===== config.mk =====
export PLATFORM = sky130hd
export DESIGN_NAME = bcd_serial_add_ctrl
export DESIGN_NICKNAME = d
export VERILOG_FILES = /design/src/rtl/bcd_pkg.sv /design/src/rtl/bcd_digit_add.sv /design/src/rtl/bcd_serial_add_ctrl.sv
export SDC_FILE = /design/constraint.sdc
export NUM_CORES = 1
export LEC_CHECK = 0
export CORE_AREA = 4 4 101 103
export DETAILED_ROUTE_END_ITERATION = 12
export DIE_AREA = 0 0 105 107
export DONT_BUFFER_PORTS = 1
export PLACE_DENSITY_LB_ADDON = 0.1
export SLEW_MARGIN = 0
export SYNTH_ARGS = -nofsm -noshare
export SYNTH_HDL_FRONTEND = slang
export SYNTH_SLANG_ARGS = --single-unit

===== constraint.sdc =====
create_clock -name clk -period 4.2 [get_ports clk]
set_input_delay 0.63 -clock clk [delete_from_list [all_inputs] [get_ports clk]]
set_output_delay 0.63 -clock clk [all_outputs]
set_load 0.01 [all_outputs]

===== src/rtl/bcd_pkg.sv =====
// Shared types and constants for the serial packed-BCD adder.
// Includes the FSM state encoding, the decimal correction constants and a digit validity test.
package bcd_pkg;

  typedef enum logic [1:0] {
    IDLE = 2'd0,
    ADD  = 2'd1,
    DONE = 2'd2
  } state_t;

  localparam logic [3:0] BCD_MAX  = 4'd9;
  localparam logic [3:0] BCD_CORR = 4'd6;

  function automatic logic is_bcd(input logic [3:0] nibble);
    return nibble <= BCD_MAX;
  endfunction

endpackage


===== src/rtl/bcd_digit_add.sv =====
// Combinational one-digit BCD adder with decimal carry in and carry out.
// The widest sum is 9 + 9 + 1 = 19, so a 5-bit intermediate is always enough.
module bcd_digit_add
  import bcd_pkg::*;
(
  input  logic [3:0] a,
  input  logic [3:0] b,
  input  logic       ci,
  output logic [3:0] s,
  output logic       co
);

  logic [4:0] t;

  always_comb begin
    t = {1'b0, a} + {1'b0, b} + {4'b0000, ci};
    if (t > {1'b0, BCD_MAX}) begin
      // Adding 6 skips the six unused codes; dropping bit 4 leaves the decimal digit.
      s  = t[3:0] + BCD_CORR;
      co = 1'b1;
    end else begin
      s  = t[3:0];
      co = 1'b0;
    end
  end

endmodule


===== src/rtl/bcd_serial_add_ctrl.sv =====
// Digit-serial packed-BCD adder: one digit per clock, LSD first, through one bcd_digit_add.
// Define BCD_CHECK_EN to flag operands that contain non-BCD nibbles on err.
module bcd_serial_add_ctrl
  import bcd_pkg::*;
#(
  parameter int NDIGITS = 4
) (
  input  logic                 clk,
  input  logic                 rst,
  input  logic                 start,
  input  logic [4*NDIGITS-1:0] a,
  input  logic [4*NDIGITS-1:0] b,
  input  logic                 cin,
  output logic                 busy,
  output logic                 done,
  output logic [4*NDIGITS-1:0] sum,
  output logic                 cout,
  output logic                 err
);

  localparam int CNT_W = $clog2(NDIGITS) + 1;
  localparam int W     = 4 * NDIGITS;

  state_t             state_q, state_d;
  logic [W-1:0]       a_q, a_d, b_q, b_d, sum_q, sum_d;
  logic               carry_q, carry_d, cout_q, cout_d;
  logic [CNT_W-1:0]   idx_q, idx_d;
  logic [3:0]         dig_a, dig_b, dig_s;
  logic               dig_co;
  logic               accept;

  assign accept = (state_q == IDLE) && start;

  always_comb begin
    dig_a = 4'd0;
    dig_b = 4'd0;
    for (int i = 0; i < NDIGITS; i++) begin
      if (idx_q == CNT_W'(i)) begin
        dig_a = a_q[4*i +: 4];
        dig_b = b_q[4*i +: 4];
      end
    end
  end

  bcd_digit_add u_digit (
    .a  (dig_a),
    .b  (dig_b),
    .ci (carry_q),
    .s  (dig_s),
    .co (dig_co)
  );

  always_comb begin
    // NOTE: every _d is given its hold value first so no path through this block infers a latch.
    state_d = state_q;
    a_d     = a_q;
    b_d     = b_q;
    sum_d   = sum_q;
    carry_d = carry_q;
    cout_d  = cout_q;
    idx_d   = idx_q;
    unique case (state_q)
      IDLE: begin
        if (start) begin
          state_d = ADD;
          a_d     = a;
          b_d     = b;
          carry_d = cin;
          idx_d   = '0;
          sum_d   = '0;
          cout_d  = 1'b0;
        end
      end
      ADD: begin
        for (int i = 0; i < NDIGITS; i++) begin
          if (idx_q == CNT_W'(i)) sum_d[4*i +: 4] = dig_s;
        end
        carry_d = dig_co;
        idx_d   = idx_q + CNT_W'(1);
        if (idx_q == CNT_W'(NDIGITS - 1)) begin
          state_d = DONE;
          cout_d  = dig_co;
        end
      end
      DONE:    state_d = IDLE;
      default: state_d = IDLE;
    endcase
  end

  // NOTE: sequential state uses non-blocking assignments so all registers update together.
  always_ff @(posedge clk or posedge rst) begin
    if (rst) begin
      // NOTE: operand registers are reset too; a reset mid-operation must leave no stale digits.
      state_q <= IDLE;
      a_q     <= '0;
      b_q     <= '0;
      sum_q   <= '0;
      carry_q <= 1'b0;
      cout_q  <= 1'b0;
      idx_q   <= '0;
    end else begin
      state_q <= state_d;
      a_q     <= a_d;
      b_q     <= b_d;
      sum_q   <= sum_d;
      carry_q <= carry_d;
      cout_q  <= cout_d;
      idx_q   <= idx_d;
    end
  end

`ifdef BCD_CHECK_EN
  logic err_q, err_d, bad_digit;

  always_comb begin
    bad_digit = 1'b0;
    for (int i = 0; i < NDIGITS; i++) begin
      if (!is_bcd(a[4*i +: 4]) || !is_bcd(b[4*i +: 4])) bad_digit = 1'b1;
    end
    err_d = accept ? bad_digit : err_q;
  end

  always_ff @(posedge clk or posedge rst) begin
    if (rst) err_q <= 1'b0;
    else     err_q <= err_d;
  end

  assign err = err_q;
`else
  assign err = 1'b0;
`endif

  assign busy = (state_q != IDLE);
  assign done = (state_q == DONE);
  assign sum  = sum_q;
  assign cout = cout_q;

endmodule


==> results.txt <==
Worst endpoint required time -> 4390 ps
NumNets Final -> 301
Clock latency on the worst-skew pair -> 310 ps
Synth Register Bits -> 55
Die width -> 105 um
Starting Density -> 0.297
CTS tree -> done
Mapped Cells -> 253
Final core utilization -> 0.325
Height of the die -> 107 um
Rows -> 35
Io pins -> 56
Slew margin rel. -> 0.526
Final hold viol count -> 0
H-Tree Level Count -> 2
PortBufs -> 0
Diode count -> 0
Reg-to-reg endpoint -> sum[1]
CP max FO -> 9
CP top delay family -> adder cells
Core Footprint -> 9200 um2
CP bufs+invs -> 2
Worst-margin pin slew -> 712 ps
Setup TNS -> 0 ps
GR Util All Layers -> 0.120
Sequential fraction of the synthesis area -> 0.504
Yosys warnings -> 0
DIE AREA -> 11,200 um2
Clock slew at reported path FFs -> 110 ps
Most frequent cells in the layout -> 55 x dfrtp_1, 32 x mux2_2, 22 x nand2_1, 22 x o21ai_0
Status -> completed
Final Cycle Share -> 0.905
Skew final -> 6.80 ps
DR vias -> 1,839
Clock Sinks -> 55
CP arrival -> 3990 ps
Setup crit start kind -> flop
Synthesized area per cell -> 10.8 um2
Slowest cell on crit path -> dfrtp_1
Nature of the critical path endpoint -> flop
Fmax -> 263 MHz
Crit-path cells -> inv_1 -> ha_2 -> nand2_1 -> nor2_1 -> a21oi_1 -> o21ai_0 -> a22oi_1 -> fa_1 -> fa_1 -> xnor2_1 -> inv_1 -> ha_1 -> a2bb2oi_1 -> a311oi_4 -> xnor2_1 -> o21ai_1
Placer Congestion -> 0.768
CTS Buf Count -> 5
Post-route ant nets -> 0
Slew Viols, Final -> 0
Synth cell types -> 38
R2R setup slack -> 400 ps
Pin count of the biggest net entering global routing -> 56
FILL cells -> 947
Post-synth net total -> 300
Mean routed wirelength per cell -> 17.5 um
First-pass GRT wire length -> 10.8 mm
Ys flop type -> dfrtp_1
Max-Cap Viols -> 0
Final setup viols -> 0
Post-route DRC -> 0
EDFF count, synth -> 0
Most common cell after layout, fill and taps aside -> dfrtp_1
Layout cell share with drive strength beyond 1 -> 0.212
Post-route minimum period -> 3800 ps
Reg2Reg Launch Point -> idx_q[0]
Vias per Instance -> 5.02
RSZ-0062 raised after global routing -> no
Vias in the first global route -> 2,039
Min-delay worst type -> input port to asynchronous set/reset pin
First-pass DRT Iterations -> 4
Hold_buf cts -> 0
DRT iter0 DRCs -> 33
Initial antenna violation count -> 0
Clock buffer depth -> 2
P&R area growth vs syn -> 9.53%
Worst r2r path cells -> 16
CTS Root Cell -> clkbuf_8
Crit-path max cell delay -> 440 ps
Final hold slack -> 385 ps
Synth Cell Area -> 2730 um2
Gr ovfl total -> 0
Post CTS Setup Buffer Count -> 0
Async SR Flop Fraction -> 1.00
Final WL -> 6.39 mm
Critical path class -> flop to flop
Post-DP HPWL -> 4.71 mm
==> cell usage after synthesis, types with 3 or more instances <==
master,count,area (um2)
dfrtp_1,55,1380
o21ai_1,4,20.0
a22o_1,9,78.8
nor2b_1,3,18.8
nand3_1,14,70.1
a21oi_1,11,55.1
o21ai_0,22,110
a22oi_1,4,30.0
nand2b_1,3,18.8
clkbuf_1,10,37.5
nor2_1,14,52.6
nand2_1,23,86.3
ha_1,9,113
mux2_2,32,360
inv_1,12,45.0
==> final cells by class <==
class	instances	area, um2	area share
Multi-Input combinational cell	173	1270	0.423
Tap cell	111	139	0.0464
Sequential cell	55	1380	0.460
Clock inverter	3	43.8	0.0146
Timing Repair Buffer	7	52.6	0.0176
Inverter	12	45.0	0.0151
Clock buffer	5	68.8	0.0230
==> per-stage QoR <==
stage	instances	worst slack [ps]	area, um2
after CTS	366	225	2980
after global routing	366	30.3	2990
after global placement	358	429	2870
after detailed placement	358	253	2870
after floorplan	253	384	2730
final	366	400	2990
==> flip-flops by register name, indices dropped and copies added, names as in the netlist <==
| register | count |
|---|---|
| sum | 16 |
| state_q | 2 |
| b_q | 16 |
| idx_q | 3 |
| cout | 1 |
| carry_q | 1 |
| a_q | 16 |
==> kinds of logic after synthesis <==
logic type,after synthesis,synth area share
AND/OR/NAND/NOR,62,0.104
AO/OA/AOI/OAI,63,0.152
multiplexers,34,0.139
flip-flops,55,0.504
adder cells (fa/ha/maj),11,0.0559
buffers and inverters,25,0.0366
XOR/XNOR,2,0.00641
other,1,0.00137
==> routing by layer <==
| layer | track usage | up-vias | share of wire |
|---|---|---|---|
| li1 | - | 897 | - |
| met1 | 0.157 | 889 | 0.46 |
| met2 | 0.191 | 49 | 0.46 |
| met3 | 0.0439 | 4 | 0.068 |
| met4 | 0.0253 | 0 | 0.0080 |
| met5 | 0 | - | 0 |
==> timing repair <==
item,in CTS,in global routing
setup endpoints to repair,0,7
resized for setup,0,2
endpoints found under the hold margin,0,0
==> worst max path at each step <==
| stage | cells after the start | startpoint | slack (ps) | end |
|---|---|---|---|---|
| after floorplan | 16 | idx_q[1] | 380 | sum[13] |
| after global placement | 16 | idx_q[0] | 430 | sum[6] |
| after detailed placement | 16 | idx_q[0] | 250 | sum[2] |
| after CTS | 16 | idx_q[0] | 220 | sum[2] |
| after global routing | 16 | idx_q[0] | 30 | sum[1] |
| final | 16 | idx_q[0] | 400 | sum[1] |
Power is not shown: default switching activity piles up to over one toggle a cycle in this logic, so the estimate is an artifact.
